File: config.mk
export PLATFORM = sky130hd
export DESIGN_NAME = sync_debounce_bank
export DESIGN_NICKNAME = d
export VERILOG_FILES = /design/src/rtl/sync_debounce_bank.sv
export SDC_FILE = /design/constraint.sdc
export NUM_CORES = 1
export LEC_CHECK = 0
export ABC_CLOCK_PERIOD_IN_PS = 1650
export BUFFER_PORTS_ARGS = -buffer_cell sky130_fd_sc_hd__buf_4
export CAP_MARGIN = 30
export CORE_UTILIZATION = 52
export CTS_CLUSTER_DIAMETER = 80
export DETAILED_ROUTE_END_ITERATION = 10
export PLACE_DENSITY_LB_ADDON = 0.15
export SLEW_MARGIN = 20
export SYNTH_ARGS = -nofsm -noshare
export SYNTH_HDL_FRONTEND = slang
export SYNTH_SLANG_ARGS = --single-unit
File: constraint.sdc
create_clock -name clk -period 1.65 [get_ports clk]
set_clock_uncertainty 0.2 [all_clocks]
set_input_delay 0.495 -clock clk [delete_from_list [all_inputs] [get_ports clk]]
set_output_delay 0.495 -clock clk [all_outputs]
set_load 0.005 [all_outputs]
File: src/rtl/sync_debounce_bank.sv
// Multi-channel input conditioner: N-stage synchroniser, consecutive-sample debounce and
// registered edge pulses per channel. Define STICKY_REQ_EN to add sticky request latches.
module sync_debounce_bank #(
  parameter int CHANNELS  = 4,
  parameter int STAGES    = 2,
  parameter int DB_CYCLES = 4
) (
  input  logic                clk,
  input  logic                Reset_n,
  input  logic [CHANNELS-1:0] async_in,
  output logic [CHANNELS-1:0] sync_out,
  output logic [CHANNELS-1:0] rise_pulse,
  output logic [CHANNELS-1:0] fall_pulse
`ifdef STICKY_REQ_EN
  ,
  input  logic [CHANNELS-1:0] req_clear,
  output logic [CHANNELS-1:0] req_sticky
`endif
);

  localparam int CNT_W = (DB_CYCLES > 1) ? $clog2(DB_CYCLES) : 1;
  localparam logic [CNT_W-1:0] CntMax = CNT_W'(DB_CYCLES - 1);

  if (STAGES < 2) begin : g_bad_stages
    $error("sync_debounce_bank: STAGES must be >= 2");
  end
  if (DB_CYCLES < 1) begin : g_bad_db_cycles
    $error("sync_debounce_bank: DB_CYCLES must be >= 1");
  end

  logic [CHANNELS-1:0] stage_q [STAGES];
  logic [CNT_W-1:0]    cnt_q   [CHANNELS];
  logic [CHANNELS-1:0] raw;

  assign raw = stage_q[STAGES-1];

  always_ff @(posedge clk) begin
    if (!Reset_n) begin
      for (int k = 0; k < STAGES; k++) begin
        stage_q[k] <= '0;
      end
      for (int i = 0; i < CHANNELS; i++) begin
        cnt_q[i] <= '0;
      end
      sync_out   <= '0;
      rise_pulse <= '0;
      fall_pulse <= '0;
    end else begin
      stage_q[0] <= async_in;
      for (int k = 1; k < STAGES; k++) begin
        stage_q[k] <= stage_q[k-1];
      end
      for (int i = 0; i < CHANNELS; i++) begin
        rise_pulse[i] <= 1'b0;
        fall_pulse[i] <= 1'b0;
        if (raw[i] == sync_out[i]) begin
          cnt_q[i] <= '0;
        end else if (cnt_q[i] == CntMax) begin
          // Mismatch has persisted DB_CYCLES samples: commit the new level.
          sync_out[i]   <= raw[i];
          rise_pulse[i] <= raw[i];
          fall_pulse[i] <= ~raw[i];
          cnt_q[i]      <= '0;
        end else begin
          cnt_q[i] <= cnt_q[i] + 1'b1;
        end
      end
    end
  end

`ifdef STICKY_REQ_EN
  logic [CHANNELS-1:0] rise_set;

  // Mirrors the condition that loads rise_pulse, so set lands on the same edge.
  always_comb begin
    rise_set = '0;
    for (int i = 0; i < CHANNELS; i++) begin
      rise_set[i] = (raw[i] != sync_out[i]) && (cnt_q[i] == CntMax) && raw[i];
    end
  end

  always_ff @(posedge clk) begin
    if (!Reset_n) begin
      req_sticky <= '0;
    end else begin
      req_sticky <= rise_set | (req_sticky & ~req_clear);
    end
  end
`else
  // No sticky request state in this build.
`endif

endmodule

==> metrics.yaml, run 1 <==
grt:
  grt_max_degree: 25
  met2_usage_pct: 25.6
  grt_util_all_layers_pct: 14.8
  antenna_violations_before_repair: 0
  gr-usage-met1_pct: 16.3
  grt_first_pass_wirelength_um: 2180
  globalRoute.busiestLayer: "met2"
  grt.met3_usage_pct: 2.35
  grt_overflow_total: 0
  grt_pass1_vias: 542
worst_setup_path:
  cell_with_the_largest_stage_delay_on_the_worst_path: "dfxtp_1"
  critical-path-max-stage-delay_ns: 0.43
  ff2ff_path_depth: 2
  crit-reg2reg-capture: "cnt_q[2][0]"
  r2r-start: "cnt_q[2][0]"
  cp_data_required_time_ns: 0.95
  worstSetupPathType: "register to output pin"
  start_kind: "register"
  timing.critical_path.cells: "buf_4"
  cp-endpoint: "sync_out[3]"
  crit_path_end_kind: "output pin"
  worstSetupStartpoint: "sync_out[3]"
  data_arrival_time_at_the_worst_slack_endpoint_ns: 0.89
  critical_path.max_fanout: 5
  worst-path-buf-inv: 1
  crit_family: "flip-flops"
  cp.depth: 1
  internal_reg_to_reg_setup_slack_ns: 0.26
clocking:
  clockBufferDepth: 2
  numCtsBuffers: 3
  postCtsSetupBuffers: 0
  worst_skew_pair.late_latency_ns: 0.32
  buffer_cell_driving_the_clock_tree_root: "clkbuf_4"
  tritoncts: "yes"
  post_cts.resized_instances: 0
  clock_tree.htree_level_count: 1
  clock_sinks: 28
  clk_pin_slew_worst_paths_ns: 0.14
  hold_buffers: 0
synthesis:
  synthesis.area_um2: 1020
  synth_xor_xnor_area_share_pct: 3.45
  synth.mux.area_fraction_pct: 3.94
  yosysUniqueCellTypes: 14
  yosys.area_share.simple_pct: 23.2
  post_synth_fa_ha_maj_area_fraction_pct: 4.93
  compound_cell_area_share_of_the_yosys_netlist_pct: 0
  postSynthCellCount: 75
  number_of_flip_flops_and_latches_in_the_synthesized_netlist: 28
  synth.yosys.seq_area_share_pct: 63.1
  syn-mean-instance-area_um2: 13.5
  ys.warnings.count: 0
  combinational_family_with_the_most_area_after_synthesis: "simple AND/OR/NAND/NOR gates"
finish:
  filler_cell_count: 143
  mostFrequentLayoutCell: "dfxtp_1"
  final_util_pct: 68.8
  mostFrequentLayoutCells: "20 x dfxtp_1, 17 x buf_4"
  antenna_cells: 0
  fraction_of_final_layout_cells_with_drive_strength_greater_than_1_pct: 24.8
  net_count_reported_at_finish: 112
  area.growth.synth_to_final_pct: 20.7
route:
  drcViolationCount: 0
  dr_total_vias: 601
  via_per_inst: 4.77
  detail_route.wl_per_cell_um: 10.4
  wl_um: 1310
  drtIter0Drc: 3
  detailedRoute.firstPassIterationCount: 3
  final_antenna_net_count: 0
timing:
  setup_repair_after_global_routing_missed_its_margin: "no"
  final-max-slew-violation-count: 0
  final_setup_violating_endpoints: 0
  tns_ns: 0
  timing.final.hold_violations: 0
  period_needed_ns: 1.58
  postLayoutSetupSlackWorst_ns: 0.0663
  fin_worst_hold_slack_ns: 0.170
  max_freq_mhz: 631
  min_period_over_period_pct: 96.0
floorplan:
  boundaryPins: 18
  die_height_um: 46.2
  placement_rows: 15
  core_area_um2: 1780
  effective_utilization_at_floorplan_pct: 57.0
  die_width_um: 46.2
  die_area_um2: 2130
pwr:
  sw_frac_of_total_pct: 20.0
  sequentialPowerShare_pct: 66.2
  totalPowerFinal_mw: 1.11
  internal_power_mw: 0.892
  leakage_nw: 0.482
  peakVddDrop_uv: 796
  power.share.clock_pct: 29.1
  power.density_nw_per_um2: 909
  switching_power_mw: 0.222
  power_frac_comb_pct: 4.8
min_path:
  min_path_type: "input pin to register"
  min_path_cells: 2
placement:
  gp_congestion: 0.669
  dp_hpwl_um: 946
  port_buffers: 17
  dp_slack_ns: 0.265
run_status:
  status: "finished, final reports clean"
job:
  timing.max_cap.violations: 0
synthesized netlist by cell type:
cell type	n	area share, %
nor2b_1	4	2.5
xnor2_1	4	3.4
ha_1	4	4.9
nor3b_1	8	5.9
dfxtp_1	20	39
nor4b_1	4	3.4
clkbuf_1	1	0.37
and4bb_2	4	4.9
edfxtp_1	8	24
and2_1	8	4.9
nand2_1	4	1.5
conb_1	1	0.37
mux2i_1	4	3.9
buf_4	1	0.74
metrics by stage:
stage                     area, um2  cells
final                          1230    126
after global routing           1230    126
after CTS                      1230    126
after detailed placement       1190    122
after global placement         1190    122
after floorplan                1040     82
power by group through the flow:
stage	clock (mW)	sequential (mW)	combinational, mW
after floorplan	0	0.750	0.0366
after global placement	0	0.752	0.0512
after detailed placement	0	0.753	0.0538
after global routing	0.358	0.740	0.0615
after CTS	0.332	0.738	0.0537
final	0.324	0.737	0.0533
layout make-up:
| type | count | area, um2 | area share [%] |
|---|---|---|---|
| timing repair buffer | 17 | 128 | 10.4 |
| sequential | 28 | 641 | 52.2 |
| multi-input combinational | 52 | 390 | 31.8 |
| clock buffer | 4 | 36.3 | 2.96 |
| tap | 25 | 31.3 | 2.55 |
cells by family after synthesis:
family	count (synthesis)
xor+xnor	4
fa+ha+maj	4
buf+inv	2
flops	28
mux	4
other cells	1
simple gates	32
worst min path at each step:
stage	start	to	slack [ns]
2_1_floorplan	stage_q[0][0]	stage_q[0][4]	0.21
3_3_place_gp	stage_q[0][3]	stage_q[0][7]	0.22
3_5_place_dp	stage_q[0][1]	stage_q[0][5]	0.22
4_1_cts	async_in[0]	stage_q[0][0]	0.17
5_1_grt	async_in[0]	stage_q[0][0]	0.16
6_report	async_in[0]	stage_q[0][0]	0.17
layer usage:
metal | up-vias | share of wire, %
li1 | 309 | -
met4 | 0 | 2.9
met3 | 4 | 4.0
met5 | - | 0
met2 | 15 | 47
met1 | 273 | 46
registers in the layout (all words and copies together), names as in the netlist:
register,count
cnt_q,8
sync_out,4
stage_q,8
fall_pulse,4
rise_pulse,4
No activity file was read; power rests on OpenSTA's default activity.
==> run 2, diff against run 1 <==
- BUFFER_PORTS_ARGS: -buffer_cell sky130_fd_sc_hd__buf_4 -> not set
- CORE_UTILIZATION: 52 -> 58
- DONT_BUFFER_PORTS: not set -> 1
==> metrics.yaml, run 2 (synthesis results as in run 1) <==
clocking:
  postCtsSetupBuffers: 0  # unchanged
  hold_buffers: 0  # unchanged
  tritoncts: "yes"
  clk_pin_slew_worst_paths_ns: 0.14  # about the same
  clockBufferDepth: 2  # unchanged
  clock_tree.htree_level_count: 1  # unchanged
  clock_sinks: 28  # unchanged
  numCtsBuffers: 3  # unchanged
  post_cts.resized_instances: 0  # unchanged
  worst_skew_pair.late_latency_ns: 0.32  # about the same
  buffer_cell_driving_the_clock_tree_root: "clkbuf_4"
route:
  dr_total_vias: 523  # -13%
  drtIter0Drc: 4  # +1
  detail_route.wl_per_cell_um: 11.4  # +9.4%
  wl_um: 1140  # -13%
  via_per_inst: 5.23  # +9.6%
  final_antenna_net_count: 0  # unchanged
  detailedRoute.firstPassIterationCount: 5  # +2
  drcViolationCount: 0  # unchanged
finish:
  area.growth.synth_to_final_pct: 7.02
  fraction_of_final_layout_cells_with_drive_strength_greater_than_1_pct: 9.52  # -15 points
  filler_cell_count: 117  # -18%
  net_count_reported_at_finish: 95  # -15%
  mostFrequentLayoutCells: "20 x dfxtp_1, 8 x nor3b_1, 8 x and2_1, 8 x edfxtp_1, 8 x conb_1"
  top_regs: "cnt_q: 8 flops, stage_q: 8 flops"
  antenna_cells: 0  # unchanged
  mostFrequentLayoutCell: "dfxtp_1"
grt:
  grt_max_degree: 25  # unchanged
  grt_first_pass_wirelength_um: 1800  # -17%
  grt_overflow_total: 0  # unchanged
  grt_util_all_layers_pct: 12.8  # -2.0 points
  grt_pass1_vias: 456  # -16%
  antenna_violations_before_repair: 0  # unchanged
placement:
  gp_congestion: 0.671  # +0.24%
  dp_hpwl_um: 769  # -19%
  dp_slack_ns: 0.279  # +0.0136 ns
  port_buffers: 0  # -17
floorplan:
  die_width_um: 43.9  # -5.1%
  effective_utilization_at_floorplan_pct: 64.4  # +7.5 points
  boundaryPins: 18  # unchanged
  die_height_um: 43.9  # -5.1%
  core_area_um2: 1580  # -12%
  die_area_um2: 1920  # -9.9%
  placement_rows: 14  # -1
timing:
  setup_repair_after_global_routing_missed_its_margin: "no"
  tns_ns: 0  # unchanged
  final-max-slew-violation-count: 0  # unchanged
  timing.final.hold_violations: 0  # unchanged
  max_freq_mhz: 685  # +8.4%
  postLayoutSetupSlackWorst_ns: 0.189  # +0.123 ns
  final_setup_violating_endpoints: 0  # unchanged
  period_needed_ns: 1.46  # -0.123 ns
  min_period_over_period_pct: 88.5  # -7.5 points
job:
  timing.max_cap.violations: 0  # unchanged
worst_setup_path:
  data_arrival_time_at_the_worst_slack_endpoint_ns: 0.77  # -0.12 ns
  start_kind: "register"
  crit_path_end_kind: "output pin"
  worstSetupPathType: "register to output pin"
  critical_path.max_fanout: 5  # unchanged
  cp_data_required_time_ns: 0.95  # about the same
pwr:
  leakage_nw: 0.392  # -19%
  totalPowerFinal_mw: 1.10  # -1.7%
  power.density_nw_per_um2: 1010  # +11%
  peakVddDrop_uv: 730  # -8.3%
min_path:
  min_path_type: "input pin to register"
run_status:
  status: "finished, final reports clean"
## run 2: per-layer routing
layer	track usage, %	wire [um]	part of all wire [%]
met1	17.9	593	52
met2	17.6	491	43
met3	5.42	54	4.7
met4	5.45	0	0
met5	0	0	0
## run 2: final timing paths
check                                   start       endpoint  slack, ns  cells after the start
worst max-delay path              sync_out[3]    sync_out[3]       0.19                      0
worst min-delay path                  Reset_n  stage_q[0][5]       0.09                      1
worst max register to register    cnt_q[2][0]    cnt_q[2][0]       0.26                      2
worst min register to register  stage_q[0][1]  stage_q[0][5]       0.25                      1
## run 2: area by class of cell
cell class                      instances  area, um2  area share, %
Sequential cell                        28        641           58.9
Multi-Input combinational cell         52        390           35.9
Clock buffer                            4       36.3           3.34
Tap cell                               16       20.0           1.84
## run 2: report_power, final
| part | internal [mW] | switching [mW] | leakage (nW) | total (mW) |
|---|---|---|---|---|
| sequential | 0.727 | 0.0106 | 0.245 | 0.737 |
| combinational | 0.0210 | 0.0144 | 0.126 | 0.0354 |
| clock | 0.135 | 0.188 | 0.0210 | 0.323 |
| total | 0.882 | 0.213 | 0.392 | 1.10 |
## run 2: through the flow
step / instances / hold WS [ns] / instance area [um2] / utilization (%)
2_1_floorplan: 82 / 0.212 / 1040 / -
4_1_cts: 100 / 0.0808 / 1090 / 69.0
5_1_grt: 100 / 0.0668 / 1090 / 69.0
6_report: 100 / 0.0883 / 1090 / 69.0
3_5_place_dp: 96 / 0.218 / 1050 / 66.7
3_3_place_gp: 96 / 0.214 / 1050 / 66.7
==> run 3, diff against run 2 <==
- ABC_CLOCK_PERIOD_IN_PS: 1650 -> 1250
- CORE_UTILIZATION: 58 -> 53
- clock period: 1.65 -> 1.25 ns (I/O delays scaled with it)
==> metrics.yaml, run 3 (synthesis results as in run 1) <==
run_status:
  status: "finished with violations"
  violations: "hold timing, setup timing"
grt:
  grt_util_all_layers_pct: 16.9  # +4.1 points
  grt_overflow_total: 0  # unchanged
  antenna_violations_before_repair: 0  # unchanged
  grt_first_pass_wirelength_um: 2530  # +41%
  grt_pass1_vias: 653  # +43%
  grt_max_degree: 25  # unchanged
pwr:
  sequentialPowerShare_pct: 57.4  # -9.9 points
  sw_frac_of_total_pct: 19.9  # +0.40 points
  power_frac_comb_pct: 7.9  # +4.7 points
  peakVddDrop_uv: 1280  # +76%
  leakage_nw: 0.576  # +47%
  totalPowerFinal_mw: 1.71  # +56%
  power.share.clock_pct: 34.7  # +5.2 points
  switching_power_mw: 0.340  # +59%
  internal_power_mw: 1.37  # +55%
  power.density_nw_per_um2: 1100  # +8.8%
clocking:
  hold_buffers: 4  # +4
  buffer_cell_driving_the_clock_tree_root: "clkbuf_4"
  clock_tree.htree_level_count: 1  # unchanged
  clk_pin_slew_worst_paths_ns: 0.15  # about the same
  clockBufferDepth: 2  # unchanged
  clock_sinks: 28  # unchanged
  tritoncts: "yes"
  worst_skew_pair.late_latency_ns: 0.32  # about the same
  numCtsBuffers: 3  # unchanged
min_path:
  min_path_type: "input pin to register"
  hold_path.startpoint: "Reset_n"
worst_setup_path:
  data_arrival_time_at_the_worst_slack_endpoint_ns: 0.80  # +0.03 ns
  r2r-start: "cnt_q[2][0]"
  critical-path-max-stage-delay_ns: 0.37
  crit_family: "flip-flops"
  worstSetupStartpoint: "sync_out[3]"
  cp_data_required_time_ns: 0.68  # -0.27 ns
  worstSetupPathType: "register to output pin"
  worst-path-buf-inv: 1
  cell_with_the_largest_stage_delay_on_the_worst_path: "dfxtp_2"
  crit_path_end_kind: "output pin"
  critical_path.max_fanout: 4  # -1
  timing.critical_path.cells: "buf_6"
  start_kind: "register"
route:
  final_antenna_net_count: 0  # unchanged
  drtIter0Drc: 2  # -2
  detailedRoute.firstPassIterationCount: 6  # +1
  wl_um: 2040  # +79%
  drcViolationCount: 0  # unchanged
  via_per_inst: 5.10  # -2.5%
  dr_total_vias: 678  # +30%
  detail_route.wl_per_cell_um: 15.4  # +35%
finish:
  top_regs: "cnt_q: 8 flops, stage_q: 8 flops"
  mostFrequentLayoutCells: "12 x dfxtp_2, 12 x buf_4"
  fraction_of_final_layout_cells_with_drive_strength_greater_than_1_pct: 53.7  # +44 points
  antenna_cells: 0  # unchanged
  filler_cell_count: 86  # -26%
  area.growth.synth_to_final_pct: 53.6
  net_count_reported_at_finish: 119  # +25%
timing:
  final_setup_violating_endpoints: 22  # +22
  fin_worst_hold_slack_ns: -0.0369  # -0.125 ns
  max_freq_mhz: 726
  final-max-slew-violation-count: 0  # unchanged
  postLayoutSetupSlackWorst_ns: -0.127  # -0.317 ns
  period_needed_ns: 1.38
  min_period_over_period_pct: 110
  timing.final.hold_violations: 14  # +14
  setup_repair_after_global_routing_missed_its_margin: "yes"
floorplan:
  boundaryPins: 18  # unchanged
  placement_rows: 15  # +1
  core_area_um2: 1760  # +12%
  die_area_um2: 2100  # +9.0%
  die_width_um: 45.8  # +4.4%
  die_height_um: 45.8  # +4.4%
  effective_utilization_at_floorplan_pct: 57.6  # -6.9 points
job:
  timing.max_cap.violations: 0  # unchanged
placement:
  dp_slack_ns: -0.0927  # -0.372 ns
  gp_congestion: 0.653  # -2.7%
  port_buffers: 0  # unchanged
  dp_hpwl_um: 966  # +26%
[run 3: path summary, 6_finish.rpt]
kind,slack (ns),cells after the start,to
worst min register to register,0.26,1,stage_q[0][7]
worst max register to register,-0.11,2,cnt_q[2][1]
worst min-delay path,-0.04,1,stage_q[0][4]
worst max-delay path,-0.13,1,sync_out[3]
[run 3: timing repair]
| action | 4_1_cts | 5_1_grt |
|---|---|---|
| setup buffers | 7 | 1 |
| setup endpoints to repair | 24 | 30 |
| pin swaps | 4 | 7 |
| hold endpoints to repair | 20 | 15 |
| gates resized for setup | 33 | 17 |
[run 3: area by class of cell]
cell class	instances	area (um2)	share of cell area, %
Clock buffer	3	22.5	1.44
Clock inverter	1	30.0	1.92
Multi-Input combinational cell	52	601	38.5
Sequential cell	28	656	42.0
Tap cell	25	31.3	2.00
Timing Repair Buffer	24	220	14.1
[run 3: stage by stage]
step	cells	TNS, ns	util, %	cell area [um2]	hold slack (ns)
global placement	117	-0.330	65.3	1150	0.216
global route	133	-2.17	88.4	1560	-0.0506
detailed placement	117	-0.628	65.3	1150	0.223
floorplan	82	-0.147	-	1040	0.212
CTS	132	-0.896	80.7	1420	-0.0413
finish	133	-1.14	88.4	1560	-0.0369
[run 3: routing by layer]
metal / part of all wire (%) / GRT usage (%) / vias to the layer above
li1: - / - / 325
met1: 38 / 19.3 / 326
met2: 57 / 31.1 / 23
met3: 3.1 / 2.78 / 4
met4: 1.3 / 6.47 / 0
met5: 0 / 0 / -
[run 3: power groups by stage]
stage                     combinational (mW)  clock, mW  sequential, mW
after floorplan                       0.0484          0           0.990
after global placement                0.0623          0           0.989
after detailed placement              0.0650          0           0.991
after CTS                             0.0986      0.593           0.976
after global routing                   0.144      0.638           0.986
final                                  0.135      0.594           0.982
[run 3: worst register-to-register path, cell delays in order, from the launching register on]
cell and delay (ns):
edfxtp_1 0.46, ha_4 0.26, and4bb_2 0.22
